<file path="config.mk">
export PLATFORM = sky130hd
export DESIGN_NAME = seven_seg_scan_capture
export DESIGN_NICKNAME = d
export VERILOG_FILES = /design/src/rtl/seven_seg_pkg.sv /design/src/rtl/seven_seg_to_bcd.sv /design/src/rtl/seven_seg_scan_capture.sv
export SDC_FILE = /design/constraint.sdc
export NUM_CORES = 1
export LEC_CHECK = 0
export ABC_AREA = 1
export ABC_CLOCK_PERIOD_IN_PS = 3450
export BUFFER_PORTS_ARGS = -buffer_cell sky130_fd_sc_hd__buf_2
export CAP_MARGIN = 20
export CORE_MARGIN = 2
export CORE_UTILIZATION = 25
export DETAILED_ROUTE_END_ITERATION = 8
export PLACE_DENSITY_LB_ADDON = 0.12
export SYNTH_ARGS = -nofsm -noshare
export SYNTH_HDL_FRONTEND = slang
export SYNTH_SLANG_ARGS = --single-unit
</file>
<file path="constraint.sdc">
create_clock -name clk -period 3.45 [get_ports clk]
set_input_delay 0.345 -clock clk [delete_from_list [all_inputs] [get_ports clk]]
set_output_delay 0.345 -clock clk [all_outputs]
set_load 0.1 [all_outputs]
</file>
<file path="src/rtl/seven_seg_pkg.sv">
// Shared constants and types for seven-segment receive-side logic.
// Segment bytes are {a,b,c,d,e,f,g,dp}, 1 = lit.
package seven_seg_pkg;

    localparam logic [7:0] SEG_0     = 8'b1111_1100;
    localparam logic [7:0] SEG_1     = 8'b0110_0000;
    localparam logic [7:0] SEG_2     = 8'b1101_1010;
    localparam logic [7:0] SEG_3     = 8'b1111_0010;
    localparam logic [7:0] SEG_4     = 8'b0110_0110;
    localparam logic [7:0] SEG_5     = 8'b1011_0110;
    localparam logic [7:0] SEG_6     = 8'b1011_1110;
    localparam logic [7:0] SEG_7     = 8'b1110_0000;
    localparam logic [7:0] SEG_8     = 8'b1111_1110;
    localparam logic [7:0] SEG_9     = 8'b1111_0110;
    localparam logic [7:0] SEG_BLANK = 8'b0000_0000;

    localparam logic [3:0] BLANK_CODE   = 4'hF;
    localparam logic [3:0] INVALID_CODE = 4'hE;

    typedef enum logic [1:0] {
        SETTLE  = 2'd0,
        CAPTURE = 2'd1,
        HOLD    = 2'd2
    } cap_state_e;

endpackage

</file>
<file path="src/rtl/seven_seg_to_bcd.sv">
// Combinational decode of a 7-bit a..g pattern back to a BCD code.
// Blank decodes to BLANK_CODE without error; unknown patterns flag err.
module seven_seg_to_bcd
    import seven_seg_pkg::*;
#(
    parameter int WIDTH = 4
) (
    input  logic [6:0]       seg,
    output logic [WIDTH-1:0] code,
    output logic             err
);

    always_comb begin
        code = WIDTH'(INVALID_CODE);
        err  = 1'b1;
        case (seg)
            SEG_0[7:1]:     begin code = WIDTH'(0); err = 1'b0; end
            SEG_1[7:1]:     begin code = WIDTH'(1); err = 1'b0; end
            SEG_2[7:1]:     begin code = WIDTH'(2); err = 1'b0; end
            SEG_3[7:1]:     begin code = WIDTH'(3); err = 1'b0; end
            SEG_4[7:1]:     begin code = WIDTH'(4); err = 1'b0; end
            SEG_5[7:1]:     begin code = WIDTH'(5); err = 1'b0; end
            SEG_6[7:1]:     begin code = WIDTH'(6); err = 1'b0; end
            SEG_7[7:1]:     begin code = WIDTH'(7); err = 1'b0; end
            SEG_8[7:1]:     begin code = WIDTH'(8); err = 1'b0; end
            SEG_9[7:1]:     begin code = WIDTH'(9); err = 1'b0; end
            SEG_BLANK[7:1]: begin code = WIDTH'(BLANK_CODE); err = 1'b0; end
            default:        begin code = WIDTH'(INVALID_CODE); err = 1'b1; end
        endcase
    end

endmodule

</file>
<file path="src/rtl/seven_seg_scan_capture.sv">
// Watches a multiplexed seven-segment bus, debounces each digit dwell,
// decodes it and publishes one packed DEPTH-digit frame per full scan.
module seven_seg_scan_capture
    import seven_seg_pkg::*;
#(
    parameter int WIDTH  = 4,
    parameter int DEPTH  = 8,
    parameter int STABLE = 4
) (
    input  logic                   clk,
    input  logic                   rst,
    input  logic [7:0]             seg_in,
    input  logic [DEPTH-1:0]       dig_sel,
    output logic [WIDTH*DEPTH-1:0] data_out,
    output logic [DEPTH-1:0]       dp_out,
    output logic                   frame_valid,
    output logic                   frame_err
);

    localparam int CW = $clog2(STABLE + 1);
    localparam int PW = 8 + DEPTH;
    localparam logic [CW-1:0]          CNT_MAX    = CW'(STABLE);
    localparam logic [WIDTH-1:0]       BLANK_NIB  = WIDTH'(BLANK_CODE);
    localparam logic [WIDTH*DEPTH-1:0] BLANK_WORD = {DEPTH{BLANK_NIB}};

    function automatic logic is_onehot(input logic [DEPTH-1:0] v);
        return (v != '0) && ((v & (v - DEPTH'(1))) == '0);
    endfunction

    logic [PW-1:0]          pair_d, pair_q;
    logic [CW-1:0]          cnt_d, cnt_q;
    cap_state_e             state_d, state_q;
    logic [DEPTH-1:0]       seen_d, seen_q;
    logic                   err_acc_d, err_acc_q;
    logic [WIDTH*DEPTH-1:0] shadow_d, shadow_q;
    logic [DEPTH-1:0]       shadow_dp_d, shadow_dp_q;
    logic [WIDTH*DEPTH-1:0] data_d, data_q;
    logic [DEPTH-1:0]       dp_d, dp_q;
    logic                   fv_d, fv_q;
    logic                   ferr_d, ferr_q;

    logic [7:0]             seg_q;
    logic [DEPTH-1:0]       sel_q;
    logic [WIDTH-1:0]       dec_code;
    logic                   dec_err;
    logic                   same;
    logic                   capture;
    logic                   frame_done;

    assign seg_q = pair_q[PW-1:DEPTH];
    assign sel_q = pair_q[DEPTH-1:0];

    // Capture decodes the registered pair, which is the value that was debounced.
    seven_seg_to_bcd #(.WIDTH(WIDTH)) u_dec (
        .seg  (seg_q[7:1]),
        .code (dec_code),
        .err  (dec_err)
    );

    always_comb begin
        pair_d = {seg_in, dig_sel};
        same   = (pair_d == pair_q);

        cnt_d = CW'(1);
        if (same) begin
            cnt_d = (cnt_q == CNT_MAX) ? cnt_q : cnt_q + CW'(1);
        end

        // Entering CAPTURE on the edge where the count reaches STABLE makes
        // the write land exactly STABLE edges after the pair first appeared.
        state_d = state_q;
        case (state_q)
            SETTLE:  if (same && (cnt_d == CNT_MAX) && is_onehot(dig_sel)) state_d = CAPTURE;
            CAPTURE: state_d = HOLD;
            HOLD:    state_d = HOLD;
            default: state_d = SETTLE;
        endcase
        if (!same) begin
            state_d = SETTLE;
        end
    end

    always_comb begin
        capture    = (state_q == CAPTURE);
        frame_done = &seen_q;

        // A capture coinciding with frame completion seeds the next frame.
        seen_d    = frame_done ? '0   : seen_q;
        err_acc_d = frame_done ? 1'b0 : err_acc_q;
        if (capture) begin
            seen_d    = seen_d | sel_q;
            err_acc_d = err_acc_d | dec_err;
        end

        shadow_d    = shadow_q;
        shadow_dp_d = shadow_dp_q;
        for (int k = 0; k < DEPTH; k++) begin
            if (capture && sel_q[k]) begin
                shadow_d[k*WIDTH +: WIDTH] = dec_code;
                shadow_dp_d[k]             = seg_q[0];
            end
        end

        data_d = frame_done ? shadow_q    : data_q;
        dp_d   = frame_done ? shadow_dp_q : dp_q;
        ferr_d = frame_done ? err_acc_q   : ferr_q;
        fv_d   = frame_done;
    end

    always_ff @(posedge clk) begin
        if (rst) begin
            pair_q      <= '0;
            cnt_q       <= '0;
            state_q     <= SETTLE;
            seen_q      <= '0;
            err_acc_q   <= 1'b0;
            shadow_q    <= BLANK_WORD;
            shadow_dp_q <= '0;
            data_q      <= BLANK_WORD;
            dp_q        <= '0;
            fv_q        <= 1'b0;
            ferr_q      <= 1'b0;
        end else begin
            pair_q      <= pair_d;
            cnt_q       <= cnt_d;
            state_q     <= state_d;
            seen_q      <= seen_d;
            err_acc_q   <= err_acc_d;
            shadow_q    <= shadow_d;
            shadow_dp_q <= shadow_dp_d;
            data_q      <= data_d;
            dp_q        <= dp_d;
            fv_q        <= fv_d;
            ferr_q      <= ferr_d;
        end
    end

    assign data_out    = data_q;
    assign dp_out      = dp_q;
    assign frame_valid = fv_q;
    assign frame_err   = ferr_q;

endmodule
</file>
==> qor.yml, run 1 <==
status:
  outcome: "completed"
grt:
  grt_first_pass_wirelength_mm: 19.1
  grt_util_all_layers_pct: 12.3
  antenna_found_initial: 0
  grt_pass1_vias: 3781
  grt_max_degree: 68
  overflow: 0
power_and_ir_drop:
  clockPowerShare_pct: 42.9
  p_leak_nw: 2.41
  swShare_pct: 23.1
  power.internal_mw: 1.92
  seqPwrFrac_pct: 52.6
  switching_power_mw: 0.579
  p_per_area_nw_per_um2: 466
  peakVddDrop_v: 0.000232
  pwr-share-comb_pct: 4.5
drt:
  dr.first_iter.drc_count: 148
  postRouteAntennaNets: 0
  routed_via_density: 4.31
  firstDrtPassIters: 6
  wirelength_mm: 11.6
  wl_met1_mm: 5.66
  wl_met2_mm: 5.29
  drcViolationCount: 0
  highest_layer: "met4"
  via_count: 3952
  avgRoutedWirePerCell_um: 12.6
  wl_met3_um: 528
worst_hold_path:
  min_path_cells: 3
  hold_class: "in2reg"
cts:
  numCtsBuffers: 9
  postCtsHoldBufs: 0
  cts_buffer_depth: 2
  clk_latency_ns: 0.36
  cts_setup_buffers: 0
  ctsHtreeMaxLevel: 3
  cts-root-buf: "clkbuf_16"
  cts_resized: 0
  clk_pin_slew_worst_paths_ns: 0.07
  clock_sinks: 112
  cts_tree: "built"
setup_path:
  crit_chain: "nor2_2 > nand3_2 > inv_2 > nand2_1 > nand2b_1 > nor3_4 > nand2_1 > nand2_1"
  arrival_ns: 1.95
  cp_slowest_cell: "nor3_4"
  critPathMaxStageDelay_ns: 0.50
  path_common_cell: "nand2_1"
  reg2reg_depth: 8
  path_max_fanout: 8
  critPathLaunchType: "flop"
  cp-end-kind: "flop"
  required_ns: 3.74
  critPathKind: "reg2reg"
synthesis:
  synthCells: 634
  syn_area_um2: 4550
  syn-num-nets: 657
  yosysSeqAreaShare_pct: 49.3
  synth.distinct_cells: 31
  syn_avg_cell_area_um2: 7.17
  yosys_warnings: 0
  ys_seq_elements: 112
finish:
  nFillCells: 1986
  multi_input_area_um2: 1980
  syn2layout_area_growth_pct: 18.0
  nNetsFinal: 708
  drive_gt1_share_pct: 15.4
  diodes: 0
  fin_util_pct: 30.0
  register_area_um2: 2240
sta:
  clock.fmax_mhz: 603
  slew_violations: 0
  skew_ns: 0.00879
  worst-slew-pin-transition_ns: 1.02
  finalCritPeriodShare_pct: 48.1
  hold_violations: 0
  min_period_ns: 1.66
  grt_setup_unrepaired: "false"
  setup_violations: 0
  slew-limit-headroom_pct: 32.0
  setup_tns_ns: 0
flow_run:
  drv_cap: 0
die:
  die_x_um: 139
  core_area_um2: 17900
  rows: 49
  dieArea_um2: 19300
  io_pins: 60
  die_h_um: 139
  initial_core_util_pct: 25.4
placed_design:
  routabilityCongestion: 0.789
  hpwl_mm: 7.91
  numPortBuffers: 59
-- routing by layer --
| metal | track usage [%] | vias to the layer above |
|---|---|---|
| met5 | 0 | - |
| met4 | 3.24 | 0 |
| met3 | 3.63 | 8 |
| met2 | 20.1 | 65 |
| met1 | 16.0 | 1798 |
| li1 | - | 2081 |
-- cell families after synthesis --
family                     count (synthesis)  share of synthesized area (%)
and+or+nand+nor                          359                           33.3
DFF                                      112                           49.3
buffers and inverters                     84                           7.13
AOI/OAI and AO/OA                         72                           8.50
adders and majority gates                  5                           1.38
xor gates and xnor gates                   2                          0.385
-- area by class of cell --
type | instances | area share, %
Multi-Input combinational cell | 438 | 36.9
Clock inverter | 5 | 1.21
Tap cell | 229 | 5.34
Clock buffer | 10 | 4.45
Inverter | 62 | 4.34
Timing Repair Buffer | 62 | 5.92
Sequential cell | 112 | 41.8
-- final timing paths --
| check | from | end | slack, ns |
|---|---|---|---|
| max reg2reg | pair_q[11] | shadow_q[23] | 1.79 |
| max | pair_q[11] | shadow_q[23] | 1.79 |
| min | seg_in[4] | pair_q[12] | 0.21 |
| min reg2reg | shadow_q[13] | data_out[13] | 0.46 |
-- through the flow --
| step | hold WS [ns] | cell area, um2 | cells | power, mW | worst slack, ns |
|---|---|---|---|---|---|
| detailed placement | 0.449 | 5060 | 903 | 1.46 | 1.65 |
| floorplan | 0.429 | 4550 | 634 | 1.42 | 2.01 |
| global route | 0.224 | 5370 | 918 | 2.63 | 1.52 |
| finish | 0.214 | 5370 | 918 | 2.50 | 1.79 |
| CTS | 0.199 | 5370 | 918 | 2.55 | 1.77 |
| global placement | 0.442 | 5060 | 903 | 1.46 | 1.66 |
-- power groups by stage --
stage          Clock, mW  Sequential [mW]  Combinational, mW
2_1_floorplan          0             1.34             0.0779
6_report            1.07             1.32              0.113
4_1_cts             1.12             1.31              0.116
5_1_grt             1.18             1.32              0.131
3_5_place_dp           0             1.35              0.116
3_3_place_gp           0             1.34              0.114
-- synth_stat cells --
cell type | n | area (um2)
nor4_1 | 1 | 6.26
nor4_2 | 1 | 12.5
nor3_4 | 1 | 16.3
clkbuf_1 | 20 | 75.1
buf_2 | 1 | 5.00
nand3b_2 | 1 | 11.3
nor2_1 | 49 | 184
xor2_1 | 2 | 17.5
nand2_1 | 241 | 905
inv_2 | 10 | 37.5
ha_1 | 5 | 62.6
a31oi_1 | 1 | 6.26
nand4_1 | 4 | 25.0
o21bai_1 | 1 | 7.51
nor3_1 | 2 | 10.0
dfxtp_1 | 112 | 2240
buf_6 | 1 | 11.3
o21ai_0 | 9 | 45.0
o21ai_4 | 2 | 32.5
nand3b_1 | 1 | 7.51
nand3_1 | 43 | 215
nor3b_2 | 1 | 12.5
nor3_2 | 1 | 10.0
a21oi_1 | 59 | 295
nand2_2 | 4 | 25.0
nand4_2 | 1 | 12.5
nor2_4 | 1 | 11.3
nand2b_1 | 1 | 6.26
nand3_2 | 2 | 20.0
inv_1 | 52 | 195
nor2_2 | 4 | 25.0
-- cells in the final DEF (no fill, tap or decap), drive strengths merged --
| cell | netlist | final |
|---|---|---|
| xor2 | 2 | 2 |
| nor4 | 2 | 2 |
| o21bai | 1 | 1 |
| nor3 | 4 | 4 |
| inv | 62 | 63 |
| bufinv | 0 | 1 |
| nand2b | 1 | 1 |
| dfxtp | 112 | 112 |
| nor3b | 1 | 1 |
| nand3b | 2 | 2 |
| nand3 | 45 | 45 |
| a31oi | 1 | 1 |
| clkinv | 0 | 3 |
| ha | 5 | 5 |
| clkbuf | 20 | 10 |
| nor2 | 54 | 54 |
| a21oi | 59 | 59 |
| buf | 2 | 62 |
| nand2 | 245 | 245 |
| o21ai | 11 | 11 |
| nand4 | 5 | 5 |
-- flip-flops by register name, summed over array words and instances (netlist names), 2 cells and up --
| signal | cells |
|---|---|
| cnt_q | 3 |
| shadow_dp_q | 8 |
| pair_q | 16 |
| seen_q | 8 |
| data_out | 32 |
| shadow_q | 32 |
| state_q | 2 |
| dp_out | 8 |
-- critical path: cells and delay by family (launching register included) --
kind,cells,cell delay (ns)
simple gates,7,1.07
buf+inv,1,0.05
flops,1,0.47
Power figures use the tool's default switching activity.
==> inputs of run 2 (changes only) <==
--- a/config.mk
+++ b/config.mk
@@ -6,7 +6,7 @@
 export NUM_CORES = 1
 export LEC_CHECK = 0
 export ABC_AREA = 1
-export ABC_CLOCK_PERIOD_IN_PS = 3450
+export ABC_CLOCK_PERIOD_IN_PS = 1500
 export BUFFER_PORTS_ARGS = -buffer_cell sky130_fd_sc_hd__buf_2
 export CAP_MARGIN = 20
 export CORE_MARGIN = 2
==> constraint.sdc (replaced) <==
create_clock -name clk -period 1.5 [get_ports clk]
set_input_delay 0.15 -clock clk [delete_from_list [all_inputs] [get_ports clk]]
set_output_delay 0.15 -clock clk [all_outputs]
set_load 0.1 [all_outputs]
==> run 2 against run 1 <==
  * Combinational power rose to 2.8 times the previous value
  * Routed wire length grew 0.91%
  * Sequential power rose by 130%
  * Die area unchanged
  * First-iteration DRC count rose by 30%
  * Critical path depth increased by 3
  * Non-clock buffer count grew 30
  * Utilization is 2.3 points higher
  * Critical endpoint is now shadow_q[13]
  * Hold slack worse by 0.19 ns
==> qor.yml, run 2 (synthesis results as in run 1) <==
status:
  outcome: "completed"
drt:
  via_count: 4068  # +2.9%
  dr.first_iter.drc_count: 193  # +30%
  firstDrtPassIters: 4  # -2
  postRouteAntennaNets: 0  # unchanged
  routed_via_density: 4.29  # -0.32%
  avgRoutedWirePerCell_um: 12.3  # -2.3%
  wirelength_mm: 11.7  # +0.91%
  drcViolationCount: 0  # unchanged
sta:
  postLayoutSetupSlackWorst_ns: 0.00653  # -1.78 ns
  slew_violations: 0  # unchanged
  finalCritPeriodShare_pct: 99.6  # +51 points
  setup_violations: 0  # unchanged
  slew-limit-headroom_pct: 67.2  # +35 points
  worst-slew-pin-transition_ns: 0.496  # -0.523 ns
  hold_ws_ns: 0.0201  # -0.194 ns
  min_period_ns: 1.49  # -0.165 ns
  clock.fmax_mhz: 670  # +11%
  hold_violations: 0  # unchanged
  skew_ns: 0.00563  # -0.00315 ns
  grt_setup_unrepaired: "true"
placed_design:
  post_dp_cell_area_um2: 5340  # +5.5%
  dp_slack_ns: -0.0511  # -1.70 ns
  dp.cells: 930  # +3.0%
  hpwl_mm: 8.02  # +1.4%
  numPortBuffers: 59  # unchanged
  routabilityCongestion: 0.803  # +1.8%
worst_hold_path:
  hold_class: "in2reg"
  min_from: "seg_in[2]"
finish:
  fin_cells: 948  # +3.3%
  multi_input_area_um2: 2080  # +5.0%
  diodes: 0  # unchanged
  mostFrequentLayoutCells: "239 x nand2_1, 103 x dfxtp_1, 59 x a21oi_1, 59 x buf_2, 48 x inv_1"
  syn2layout_area_growth_pct: 27.0
  nNetsFinal: 738  # +4.2%
  drive_gt1_share_pct: 22.5  # +7.1 points
  nFillCells: 1968  # -0.91%
  register_area_um2: 2260  # +0.84%
  final_cell_area_um2: 5780  # +7.7%
  final_common_cell: "nand2_1"
setup_path:
  reg2reg_from: "pair_q[15]"
  cp-end-kind: "flop"
  critPathLaunchType: "flop"
  crit_chain: "nand3_2 > nor2_1 > inv_2 > nand2_2 > nor2_4 > nand2_2 > inv_2 > o21ai_4 > buf_12 > nand2_1 > nand2_1"
  cp_slowest_cell: "dfxtp_2"
  required_ns: 1.80  # -1.94 ns
  crit_start: "pair_q[15]"
  critPathKind: "reg2reg"
  arrival_ns: 1.80  # -0.15 ns
  path_max_fanout: 8  # unchanged
  critPathMaxStageDelay_ns: 0.41  # -0.09 ns
cts:
  clk_pin_slew_worst_paths_ns: 0.07  # about the same
  ctsHtreeMaxLevel: 3  # unchanged
  clock_sinks: 112  # unchanged
  clk_latency_ns: 0.36  # about the same
  numCtsBuffers: 9  # unchanged
  cts_buffer_depth: 2  # unchanged
  postCtsHoldBufs: 0  # unchanged
  cts-root-buf: "clkbuf_16"
  cts_tree: "built"
die:
  initial_core_util_pct: 25.4  # unchanged
  io_pins: 60  # unchanged
  die_x_um: 139  # unchanged
  rows: 49  # unchanged
  core_area_um2: 17900  # unchanged
  die_h_um: 139  # unchanged
  dieArea_um2: 19300  # unchanged
grt:
  grt_pass1_vias: 3979  # +5.2%
  grt_max_degree: 68  # unchanged
  overflow: 0  # unchanged
  grt_first_pass_wirelength_mm: 19.7  # +3.2%
  antenna_found_initial: 0  # unchanged
  grt_util_all_layers_pct: 12.7  # +0.34 points
power_and_ir_drop:
  total_power_mw: 5.68  # +130%
  peakVddDrop_v: 0.000564  # +140%
  p_leak_nw: 2.59  # +7.6%
  p_per_area_nw_per_um2: 984  # +110%
flow_run:
  drv_cap: 0  # unchanged
run 2: cell count changes in the layout (fill, tap and decap cells not counted), sizes merged:
cell | previous run | this run
bufinv | 1 | 0
buf | 62 | 92
clkbuf | 10 | 11
inv | 63 | 62
clkinvlp | 0 | 1
run 2: worst max-delay path: cells and delay by family, from the launching register on:
kind | cells | cell delay, ns
and+or+nand+nor | 7 | 0.70
buffers and inverters | 3 | 0.26
AOI/OAI and AO/OA | 1 | 0.06
DFF | 1 | 0.41
run 2: final cells by class:
class | instances | share of cell area, %
Clock buffer | 11 | 4.38
Clock inverter | 4 | 0.520
Inverter | 62 | 4.07
Multi-Input combinational cell | 438 | 36.0
Sequential cell | 112 | 39.1
Tap cell | 229 | 4.96
Timing Repair Buffer | 92 | 10.9
run 2: power by group:
part / internal [mW] / leakage, nW / switching (mW)
clock: 1.21 / 0.138 / 1.13
combinational: 0.115 / 1.54 / 0.197
sequential: 2.99 / 0.913 / 0.0289
total: 4.32 / 2.59 / 1.36
run 2: path summary, 6_finish.rpt:
kind,to,slack (ns),cells after the start
hold reg to reg,data_out[12],0.46,2
hold / removal,pair_q[10],0.02,3
setup / recovery,shadow_q[13],0.007,11
setup reg to reg,shadow_q[13],0.007,11
run 2: repair_timing:
item,4_1_cts,5_1_grt
resized for setup,13,22
setup buffers,0,3
gates cloned,0,0
pin swaps,4,13
setup endpoints to repair,20,37
run 2: per-stage QoR:
step                      util [%]  setup TNS [ns]
after floorplan                  -               0
after global placement        29.8          -0.358
after detailed placement      29.8          -0.289
after CTS                     31.5               0
after global routing          32.3           -2.44
final                         32.3               0
run 2: layer usage:
layer,vias to the layer above,share of wire (%),track usage [%]
li1,2145,-,-
met4,0,1.6,5.10
met5,-,0,0
met1,1854,49,16.8
met3,12,3.6,2.62
met2,57,45,20.2
==> inputs of run 3 (changes only) <==
--- a/config.mk
+++ b/config.mk
@@ -10,7 +10,7 @@
 export BUFFER_PORTS_ARGS = -buffer_cell sky130_fd_sc_hd__buf_2
 export CAP_MARGIN = 20
 export CORE_MARGIN = 2
-export CORE_UTILIZATION = 25
+export CORE_UTILIZATION = 51
 export DETAILED_ROUTE_END_ITERATION = 8
 export PLACE_DENSITY_LB_ADDON = 0.12
 export SYNTH_ARGS = -nofsm -noshare
==> run 3 against run 2 <==
  * Utilization rose by 32 points
  * Non-clock buffer count fell by 5
  * Power fell by 7.7%
  * Register-to-register slack barely moved
  * Global-route usage rose by 8.0 points
  * Critical path type unchanged
  * Largest cell class unchanged
  * Highest routed layer unchanged
==> qor.yml, run 3 (synthesis results as in run 1) <==
grt:
  grt_util_all_layers_pct: 20.7  # +8.0 points
  grt_first_pass_wirelength_mm: 16.4  # -16%
  antenna_found_initial: 0  # unchanged
  grt_pass1_vias: 3705  # -6.9%
  grt_max_degree: 38  # -44%
  overflow: 0  # unchanged
setup_path:
  reg2reg_from: "pair_q[9]"
  crit_chain: "inv_2 > nand3_4 > inv_4 > nand4_4 > nand2_4 > buf_6 > nor3b_4 > o21ai_4 > nand2_1 > nand2_1"
  cp_slowest_cell: "dfxtp_4"
  crit_start: "pair_q[9]"
  r2r-end: "shadow_q[18]"
  reg2reg_depth: 10  # -1
  critPathMaxStageDelay_ns: 0.41  # about the same
  path_max_fanout: 8  # unchanged
  path_common_cell: "nand2_1"
  critPathLaunchType: "flop"
  cp-end-kind: "flop"
  worstSetupEndpoint: "shadow_q[18]"
  critPathKind: "reg2reg"
  arrival_ns: 1.77  # -0.03 ns
  ff2ff_setup_slack_ns: 0.01  # about the same
  required_ns: 1.78  # -0.02 ns
power_and_ir_drop:
  switching_power_mw: 1.31  # -3.4%
  swShare_pct: 25.1  # +1.1 points
  clockPowerShare_pct: 35.9  # -5.4 points
  seqPwrFrac_pct: 57.8  # +4.6 points
  peakVddDrop_v: 0.000677  # +20%
  p_leak_nw: 2.52  # -2.8%
  p_per_area_nw_per_um2: 941  # -4.4%
  pwr-share-comb_pct: 6.3  # +0.8 points
  power.internal_mw: 3.93  # -9.1%
sta:
  setup_tns_ns: 0  # unchanged
  min_period_ns: 1.49  # -0.00386 ns
  grt_setup_unrepaired: "true"
  slew_violations: 0  # unchanged
  skew_ns: 0.0114  # +0.00580 ns
  clock.fmax_mhz: 671  # +0.26%
  finalCritPeriodShare_pct: 99.3  # -0.26 points
  setup_violations: 0  # unchanged
  worst-slew-pin-transition_ns: 0.492  # -0.00396 ns
  slew-limit-headroom_pct: 67.5  # +0.26 points
  hold_violations: 0  # unchanged
die:
  io_pins: 60  # unchanged
  rows: 34  # -31%
  core_area_um2: 8680  # -52%
  die_x_um: 98.4  # -29%
  die_h_um: 98.4  # -29%
  dieArea_um2: 9690  # -50%
  initial_core_util_pct: 52.4  # +27 points
drt:
  postRouteAntennaNets: 0  # unchanged
  dr.first_iter.drc_count: 167  # -13%
  avgRoutedWirePerCell_um: 12.5  # +1.1%
  firstDrtPassIters: 4  # unchanged
  routed_via_density: 5.01  # +17%
  drcViolationCount: 0  # unchanged
  via_count: 4121  # +1.3%
  wirelength_mm: 10.3  # -12%
cts:
  ctsHtreeMaxLevel: 3  # unchanged
  numCtsBuffers: 9  # unchanged
  clk_pin_slew_worst_paths_ns: 0.10  # +0.03 ns
  cts_tree: "built"
  clock_sinks: 112  # unchanged
  cts-root-buf: "clkbuf_8"
  clk_latency_ns: 0.38  # +0.02 ns
  cts_buffer_depth: 2  # unchanged
finish:
  nNetsFinal: 733  # -0.68%
  diodes: 0  # unchanged
  syn2layout_area_growth_pct: 22.6
  drive_gt1_share_pct: 22.9  # +0.41 points
  final_common_cell: "nand2_1"
  fin_cells: 823  # -13%
  mostFrequentLayoutCells: "230 x nand2_1, 103 x dfxtp_1, 59 x a21oi_1, 59 x buf_2, 47 x inv_1"
placed_design:
  hpwl_mm: 6.93  # -14%
  routabilityCongestion: 0.921  # +15%
  numPortBuffers: 59  # unchanged
  dp.cells: 796  # -14%
flow_run:
  drv_cap: 0  # unchanged
status:
  outcome: "completed"
worst_hold_path:
  hold_class: "in2reg"
-- run 3: cell types whose count changed in the layout (fill, tap and decap cells not counted), sizes merged --
cell	before	now
clkinv	3	1
clkbuf	11	9
dlygate4sd3	0	5
buf	92	82
inv	62	65
bufinv	0	1
clkinvlp	1	2
-- run 3: stage by stage --
step	instance area [um2]	utilization (%)	hold slack, ns	setup WS, ns	total power, mW
detailed placement	5040	58.1	0.387	-0.0255	3.37
floorplan	4550	-	0.275	0.0558	3.27
finish	5580	64.2	0.00668	0.0104	5.24
global route	5580	64.2	0.00681	-0.117	5.45
CTS	5320	61.3	0.000600	0.00609	5.25
global placement	5040	58.1	0.379	0.00938	3.36
-- run 3: per-layer routing --
metal / GRT usage (%) / wire, um / share of wire (%) / up-vias
met3: 3.90 / 362 / 3.5 / 10
met2: 35.4 / 5090 / 50 / 80
met1: 27.1 / 4710 / 46 / 1895
li1: - / - / - / 2136
met4: 5.16 / 111 / 1.1 / 0
met5: 0 / 0 / 0 / -
-- run 3: cell type report --
| class | instances | area, um2 |
|---|---|---|
| clock buffers | 9 | 124 |
| clock inverters | 7 | 87.6 |
| fillers | 775 | 3100 |
| inverters | 62 | 248 |
| multi-input cells | 438 | 2160 |
| flip-flops and latches | 112 | 2270 |
| well taps | 108 | 135 |
| repair buffers | 87 | 547 |
-- run 3: repair_timing --
action	4_1_cts	5_1_grt
hold buffers	5	0
pin swaps	4	33
resized for setup	11	54
endpoints found under the setup margin	27	41
setup buffers	0	6
endpoints found under the hold margin	5	0
-- run 3: power by group through the flow --
stage / sequential (mW) / combinational (mW) / clock, mW
final: 3.03 / 0.329 / 1.88
after global routing: 3.04 / 0.368 / 2.05
after CTS: 3.03 / 0.291 / 1.93
after detailed placement: 3.09 / 0.277 / 0
after global placement: 3.09 / 0.272 / 0
after floorplan: 3.09 / 0.179 / 0
-- run 3: worst max-delay path: cells and delay by family (launching register included) --
kind | cells | cell delay, ns
compound gates | 1 | 0.14
buf+inv | 3 | 0.24
flops | 1 | 0.41
simple gates | 6 | 0.59
-- run 3: worst min path at each step --
stage                           from    endpoint  slack (ns)  cells after the start
after floorplan           dig_sel[0]   pair_q[0]        0.28                      2
after global placement     seg_in[7]  pair_q[15]        0.38                      3
after detailed placement   seg_in[7]  pair_q[15]        0.39                      3
after CTS                  seg_in[4]  pair_q[12]      0.0006                      3
after global routing       seg_in[0]   pair_q[8]       0.007                      3
final                      seg_in[4]  pair_q[12]       0.007                      3
